File: config.mk
export PLATFORM = sky130hd
export DESIGN_NAME = score_keeper
export DESIGN_NICKNAME = d
export VERILOG_FILES = /design/src/rtl/score_keeper_pkg.sv /design/src/rtl/rise_detect.sv /design/src/rtl/score_keeper.sv
export SDC_FILE = /design/constraint.sdc
export NUM_CORES = 1
export LEC_CHECK = 0
export CAP_MARGIN = 5
export CORE_UTILIZATION = 40
export CTS_BUF_LIST = sky130_fd_sc_hd__clkbuf_4
export CTS_CLUSTER_DIAMETER = 120
export DETAILED_ROUTE_END_ITERATION = 10
export DONT_BUFFER_PORTS = 1
export MAX_ROUTING_LAYER = met4
export PLACE_DENSITY = 0.62
export SLEW_MARGIN = 30
export SYNTH_ARGS = -nofsm -noshare
export SYNTH_HDL_FRONTEND = slang
export SYNTH_HIERARCHICAL = 1
export SYNTH_SLANG_ARGS = --single-unit
File: constraint.sdc
create_clock -name clk -period 3.3 [get_ports clk]
set_clock_uncertainty 0.2 [all_clocks]
set_input_delay 0.66 -clock clk [delete_from_list [all_inputs] [get_ports clk]]
set_output_delay 0.66 -clock clk [all_outputs]
set_load 0.005 [all_outputs]
File: src/rtl/score_keeper_pkg.sv
// Shared widths, FSM encodings and the saturating score adder for score_keeper.
package score_keeper_pkg;

  localparam int SCORE_W = 11;

  localparam logic [1:0] ST_IDLE = 2'd0;
  localparam logic [1:0] ST_PLAY = 2'd1;
  localparam logic [1:0] ST_OVER = 2'd2;

  // Sum at one extra bit so a carry out of 11 bits can never wrap below the ceiling.
  function automatic logic [SCORE_W-1:0] sat_add(
    input logic [SCORE_W-1:0] a,
    input logic [SCORE_W-1:0] b,
    input logic [SCORE_W-1:0] max
  );
    logic [SCORE_W:0] sum;
    sum = {1'b0, a} + {1'b0, b};
    if (sum > {1'b0, max}) begin
      return max;
    end else begin
      return sum[SCORE_W-1:0];
    end
  endfunction

endpackage

File: src/rtl/rise_detect.sv
// Registered rising-edge detector: the sample register runs every cycle regardless of game state.
module rise_detect (
  input  logic clk,
  input  logic rst,
  input  logic d,
  output logic rise
);

  logic d_q;

  // previous-cycle sample of d
  always_ff @(posedge clk) begin
    if (rst) begin
      d_q <= 1'b0;
    end else begin
      d_q <= d;
    end
  end

  assign rise = d & ~d_q;

endmodule

File: src/rtl/score_keeper.sv
// Game score accumulator with streak bonus and saturation; the hiscore/new_record
// tracking is built only when SCORE_HISCORE_EN is defined.
module score_keeper
  import score_keeper_pkg::*;
#(
  parameter int POINTS_BASE  = 1,
  parameter int POINTS_BONUS = 2,
  parameter int STREAK_WIN   = 8,
  parameter int SCORE_MAX    = 1999
) (
  input  logic               clk,
  input  logic               rst,
  input  logic               game_tick,
  input  logic               eat,
  input  logic               game_start,
  input  logic               game_over,
  output logic [SCORE_W-1:0] score,
  output logic [SCORE_W-1:0] hiscore,
  output logic               new_record,
  output logic               playing
);

  localparam logic [7:0]         WIN   = 8'(STREAK_WIN);
  localparam logic [SCORE_W-1:0] BASE  = SCORE_W'(POINTS_BASE);
  localparam logic [SCORE_W-1:0] BONUS = SCORE_W'(POINTS_BONUS);
  localparam logic [SCORE_W-1:0] SMAX  = SCORE_W'(SCORE_MAX);

  logic [1:0]         state_q, state_d;
  logic [SCORE_W-1:0] score_q, score_d;
  logic [7:0]         streak_q, streak_d;
  logic               eat_edge;
  logic               enter_play;
  logic               finish;

  rise_detect u_eat_edge (
    .clk  (clk),
    .rst  (rst),
    .d    (eat),
    .rise (eat_edge)
  );

  assign enter_play = game_start & ((state_q == ST_IDLE) | (state_q == ST_OVER));
  assign finish     = game_over & (state_q == ST_PLAY);

  // next-state, score and streak counter
  always_comb begin
    state_d  = state_q;
    score_d  = score_q;
    streak_d = streak_q;
    case (state_q)
      ST_IDLE, ST_OVER: begin
        if (game_start) begin
          state_d  = ST_PLAY;
          score_d  = {SCORE_W{1'b0}};
          streak_d = WIN;
        end else begin
          state_d  = state_q;
        end
      end
      ST_PLAY: begin
        // a same-cycle eat takes priority over the tick and is scored before leaving PLAY
        if (eat_edge) begin
          score_d  = sat_add(score_q, (streak_q < WIN) ? BONUS : BASE, SMAX);
          streak_d = 8'd0;
        end else if (game_tick) begin
          streak_d = (streak_q < WIN) ? streak_q + 8'd1 : WIN;
        end else begin
          streak_d = streak_q;
        end
        if (game_over) begin
          state_d = ST_OVER;
        end else begin
          state_d = ST_PLAY;
        end
      end
      default: begin
        state_d  = ST_IDLE;
        score_d  = {SCORE_W{1'b0}};
        streak_d = WIN;
      end
    endcase
  end

  // main state registers
  always_ff @(posedge clk) begin
    if (rst) begin
      state_q  <= ST_IDLE;
      score_q  <= {SCORE_W{1'b0}};
      streak_q <= WIN;
    end else begin
      state_q  <= state_d;
      score_q  <= score_d;
      streak_q <= streak_d;
    end
  end

  assign score   = score_q;
  assign playing = (state_q == ST_PLAY);

`ifdef SCORE_HISCORE_EN
  logic [SCORE_W-1:0] hiscore_q;
  logic               new_record_q;

  // best score is compared against the final score including any same-cycle eat
  always_ff @(posedge clk) begin
    if (rst) begin
      hiscore_q    <= {SCORE_W{1'b0}};
      new_record_q <= 1'b0;
    end else if (finish && (score_d > hiscore_q)) begin
      hiscore_q    <= score_d;
      new_record_q <= 1'b1;
    end else if (enter_play) begin
      new_record_q <= 1'b0;
    end else begin
      new_record_q <= new_record_q;
    end
  end

  assign hiscore    = hiscore_q;
  assign new_record = new_record_q;
`else
  logic unused_finish;
  assign unused_finish = finish ^ enter_play;
  assign hiscore       = {SCORE_W{1'b0}};
  assign new_record    = 1'b0;
`endif

endmodule

=== After elaboration in Yosys (flattened, before gate mapping) ===
Cells that the tools add are included.
Widths: inputs -> output; s select.

* Register bits after elaboration: 22
* Bits of input ports: 6
* Output and inout bits: 24

* Add/sub/neg operators: 2
* Magnitude comparators: 2
* Equality and inequality tests: 5
* Muxes and demuxes: 13
* Bitwise gates (word level): 2
* Reductions and logical operators: 4

{| class="wikitable"
|+ Operators with widths
! operator !! number
|-
| $mux 11 || 3
|-
| $mux 8 || 4
|-
| $pmux 11 s2 || 1
|-
| $pmux 8 s2 || 1
|-
| $add 11x2->12 || 1
|-
| $gt 12x11->1 const B || 1
|-
| $add 8x1->8 const B || 1
|-
| $lt 8x4->1 const B || 1
|-
| $mux 2 || 3
|-
| $pmux 2 s2 || 1
|-
| $reduce_and 2->1 || 2
|-
| $ne 3x2->1 const B || 1
|-
| $eq 2x1->1 const B || 1
|-
| $eq 2x2->1 const B || 1
|-
| $logic_not 2->1 || 1
|-
| $ne 2x1->1 const B || 1
|-
| $ne 2x2->1 const B || 1
|-
| $reduce_or 2->1 || 1
|-
| $and 1x1->1 || 1
|-
| $not 1->1 || 1
|}

=== Logic depth before layout (Yosys ltp) ===
* Word-level depth: 7
* Depth in mapped cells: 12
* Depth with buffers taken out: 12

=== Hierarchy ===
The synthesis kept the hierarchy.

{| class="wikitable"
|+ By module, submodules not included
! module !! times used !! cells an instance !! area an instance (um^2)
|-
| score_keeper || 1 || 162 || 1292.5
|-
| rise_detect || 1 || 3 || 47.5
|}

=== Worst setup path after synthesis ===
No wires, ideal clock.

* Kind: register to register
* From: reg streak_q[3]
* To: reg score_q[4] (netlist: score[4])
* Library setup time: 0.116 ns
* Data arrival time: 2.354 ns
* Data required time: 2.984 ns
* Setup slack: 0.630 ns
* Cell stages (with the launch flop): 13
* Cell sequence: dfxtp_1 -> nor3_1 -> and2_1 -> inv_1 -> ha_1 -> inv_1 -> fa_1 -> nand3b_1 -> nor3_1 -> a21oi_1 -> a221oi_4 -> a211o_1 -> a21oi_1

* Longest elaborated chain between the ends: 7

{| class="wikitable"
|+ RTL lines
! what !! RTL line !! text
|-
| start, declared || score_keeper.sv:30 || <nowiki>logic [7:0] streak_q, streak_d;</nowiki>
|-
| start signal, assigned || score_keeper.sv:93 || <nowiki>streak_q <= streak_d;</nowiki>
|-
| $lt 8x4->1 * || score_keeper.sv:63 || <nowiki>score_d = sat_add(score_q, (streak_q < WIN) ? BONUS : BASE, SMAX);</nowiki>
|-
| $mux 2 * || score_keeper.sv:63 ||
|-
| $add 11x2->12 * || score_keeper_pkg.sv:17 || <nowiki>sum = {1'b0, a} + {1'b0, b};</nowiki>
|-
| $gt 12x11->1 || score_keeper_pkg.sv:18 || <nowiki>if (sum > {1'b0, max}) begin</nowiki>
|-
| $mux 11 * || score_keeper_pkg.sv:18 ||
|-
| $mux 11 * || score_keeper.sv:62 || <nowiki>if (eat_edge) begin</nowiki>
|-
| $pmux 11 s2 * || score_keeper.sv:50 || <nowiki>case (state_q)</nowiki>
|-
| end signal, assigned || score_keeper.sv:88 || <nowiki>score_q <= {SCORE_W{1'b0}};</nowiki>
|-
| end signal, assigned || score_keeper.sv:92 || <nowiki>score_q <= score_d;</nowiki>
|-
| end, declared || score_keeper.sv:29 || <nowiki>logic [SCORE_W-1:0] score_q, score_d;</nowiki>
|}

Mark *: on every way between the ends. The rest lies on a longest branch, timed or not. The select of a mux whose other input is x is not followed.
A chain may end at the register's enable or synchronous reset.

=== Worst setup path in the final report ===
* From: reg streak_q[3]
* To: reg score_q[1] (netlist: score[1])

The elaborated chain is that of the path after synthesis.

==> results.sh <==
export IMPL_status="completed"
export IMPL_cts_sinks=22
export IMPL_ant_nets=0
export IMPL_period_share_pct=92.1
export IMPL_first_global_vias=1014
export IMPL_power_leakage_nw=0.502
export IMPL_firstDrtPassIters=4
export IMPL_cp_cell_sequence="nor3_1 > and2_1 > inv_1 > ha_1 > inv_1 > fa_1 > nand3b_1 > nor3_1 > a21oi_1 > a221oi_4 > o21ai_1 > a21oi_1"
export IMPL_cpMaxStageDelayCell="a221oi_4"
export IMPL_ctsHoldBuffers=0
export IMPL_ys_warn_count=6
export IMPL_drive_gt1_share_pct=7.98
export IMPL_cp_required_ps=3350
export IMPL_grt_overflow=0
export IMPL_crit_type="reg -> reg"
export IMPL_die_area_um2=3590
export IMPL_placed_cells=203
export IMPL_die_height_um=59.9
export IMPL_finalWirelength_mm=2.67
export IMPL_dominantRegCellSynth="dfxtp_1"
export IMPL_ys_seq_area_share_pct=32.9
export IMPL_post_drt_wl_per_cell_um=12.9
export IMPL_max_freq_ghz=0.329
export IMPL_antenna_found_initial=0
export IMPL_ios=30
export IMPL_grt_pass1_wl_mm=4.49
export IMPL_clk_pin_slew_worst_paths_ps=130
export IMPL_worst_pin_slew_ps=843
export IMPL_fin_crit_ps=3040
export IMPL_setup_viol=0
export IMPL_synth_top_cell_area_share_pct=32.9
export IMPL_grt_max_degree=20
export IMPL_critPathArrivalTime_ps=3090
export IMPL_path_buf_inv=2
export IMPL_cp_end_kind="flop"
export IMPL_worstSetupPathDepth=12
export IMPL_power_density_nw_per_um2=381
export IMPL_cp_top_family="compound AO/OA/AOI/OAI gates"
export IMPL_synth_async_reset_ratio_pct=0
export IMPL_r2r_cells=12
export IMPL_initial_core_util_pct=42.8
export IMPL_min_to="score[10]"
export IMPL_vdd_drop_max_v=0.000280
export IMPL_hp_start="rst"
export IMPL_rsz0062_at_grt="no"
export IMPL_rr_endpoint="score[1]"
export IMPL_synth_top_cells_by_count="dfxtp_1, nor2_1, a21oi_1"
export IMPL_numCtsBuffers=3
export IMPL_diodes=0
export IMPL_utilization_pct=43.8
export IMPL_finalSetupTns_ps=0
export IMPL_post_cts_buffers=0
export IMPL_ff2ff_setup_slack_ps=260
export IMPL_ys_types=45
export IMPL_h_tree_depth=1
export IMPL_syn_cell_area_um2=1340
export IMPL_placed_cell_area_um2=1320
export IMPL_netlist_instances=165
export IMPL_drtIter0Drc=57
export IMPL_slowest_delay_ps=470
export IMPL_yosysTopAreaCell="dfxtp_1"
export IMPL_cts_tree="yes"
export IMPL_die_w_um=59.9
export IMPL_r2r_start="streak_q[3]"
export IMPL_synth_area_leaders="dfxtp_1, buf_4, a21oi_1"
export IMPL_cts_root_buf="clkbuf_4"
export IMPL_via_per_inst=5.45
export IMPL_finalNonFillerCells=207
export IMPL_synth_avg_cell_area_um2=8.12
export IMPL_grt_usage_pct=17.0
export IMPL_dp_hpwl_mm=1.90
export IMPL_clk_latency_ps=310
export IMPL_num_vias=1128
export IMPL_areaGrowthSynthToFinish_pct=2.24
export IMPL_ctsResizeCount=0
export IMPL_port_buffers=0
export IMPL_gp_congestion=0.856
export IMPL_synth_seq_cells=22
export IMPL_row_count=20
export IMPL_fp_coreArea_um2=3130
export IMPL_clockBufferDepth=2
export IMPL_drv_cap=0
export IMPL_slew_headroom_pct=43.8
export IMPL_hold_viol=0
export IMPL_synth_edf_count=0
export IMPL_cp_max_fo=8
export IMPL_finalNetCount=174
export IMPL_cp_start_kind="flop"
export IMPL_drv_slew=0
export IMPL_fin_area_um2=1370
export IMPL_hold_depth=1
export IMPL_yosysMostFrequentCell="dfxtp_1"
export IMPL_route_detailed_drc=0
export IMPL_hold_class="in -> reg"
-- logic make-up (layout without fill, tap and decap cells) --
logic type	count (synthesis)	after routing	share of synthesized area, %
buf+inv	27	14	12.0
simple gates	62	62	26.5
other cells	1	12	0.280
fa+ha+maj	4	4	4.30
mux	1	1	0.747
compound gates	45	45	21.4
flops	22	22	32.9
xor+xnor	3	3	1.96
-- registers in the layout, indices dropped and copies added, names as in the netlist --
name and count:
score 11, streak_q 8, state_q 2, u_eat_edge/d_q 1
-- worst max path at each step --
| stage | start | end | slack, ps |
|---|---|---|---|
| floorplan | streak_q[3] | score[4] | 630 |
| global placement | streak_q[4] | score[5] | 380 |
| detailed placement | streak_q[3] | score[5] | 320 |
| CTS | streak_q[3] | score[1] | 260 |
| global route | streak_q[3] | score[8] | 9 |
| finish | streak_q[3] | score[1] | 260 |
-- per-layer routing --
layer / vias up / share of wire, % / track usage, %
li1: 552 / - / -
met1: 539 / 49 / 21.7
met2: 35 / 46 / 26.0
met3: 2 / 4.7 / 2.81
met4: 0 / 0.56 / 8.31
met5: - / 0 / -
-- worst register-to-register path, cell delays in order, from the launching register on --
cell and delay [ps]:
dfxtp_1 390, nor3_1 70, and2_1 170, inv_1 130, ha_1 190, inv_1 50
fa_1 410, nand3b_1 250, nor3_1 230, a21oi_1 140, a221oi_4 470, o21ai_1 130
a21oi_1 150
-- power by group --
group	internal (mW)	switching, mW
combinational	0.0133	0.0250
sequential	0.270	0.00359
clock	0.123	0.0878
total	0.406	0.116
-- cells in the final DEF, fill, tap and decap left out, types with 2 or more instances in the layout --
cell       n
dfxtp_1   22
nor2_1    17
a21oi_1   15
nand2_1   12
conb_1    12
o21ai_0   11
inv_1      9
nor3_1     6
o21ai_1    6
nand2b_1   3
and2_1     3
nand3_1    3
ha_1       3
clkbuf_4   3
nor3b_1    2
nand4_1    2
nor4_1     2
o211ai_1   2
nor4b_1    2
and3_1     2
xor2_1     2
a211o_1    2
nor2b_4    2
-- stage by stage --
stage / hold WS [ps] / total power [mW] / worst slack, ps
2_1_floorplan: 241 / 0.323 / 630
3_3_place_gp: 252 / 0.317 / 381
3_5_place_dp: 265 / 0.318 / 316
4_1_cts: 181 / 0.527 / 264
5_1_grt: 154 / 0.548 / 8.56
6_report: 193 / 0.522 / 260
-- cell type report --
cell class / count / area [µm²]
Clock buffer: 3 / 22.5
Clock inverter: 1 / 30.0
Fill cell: 324 / 1760
Inverter: 9 / 33.8
Multi-Input combinational cell: 127 / 781
Sequential cell: 22 / 440
Tap cell: 44 / 55.1
Timing Repair Buffer: 1 / 7.51
(Power assumes the default switching activity.)
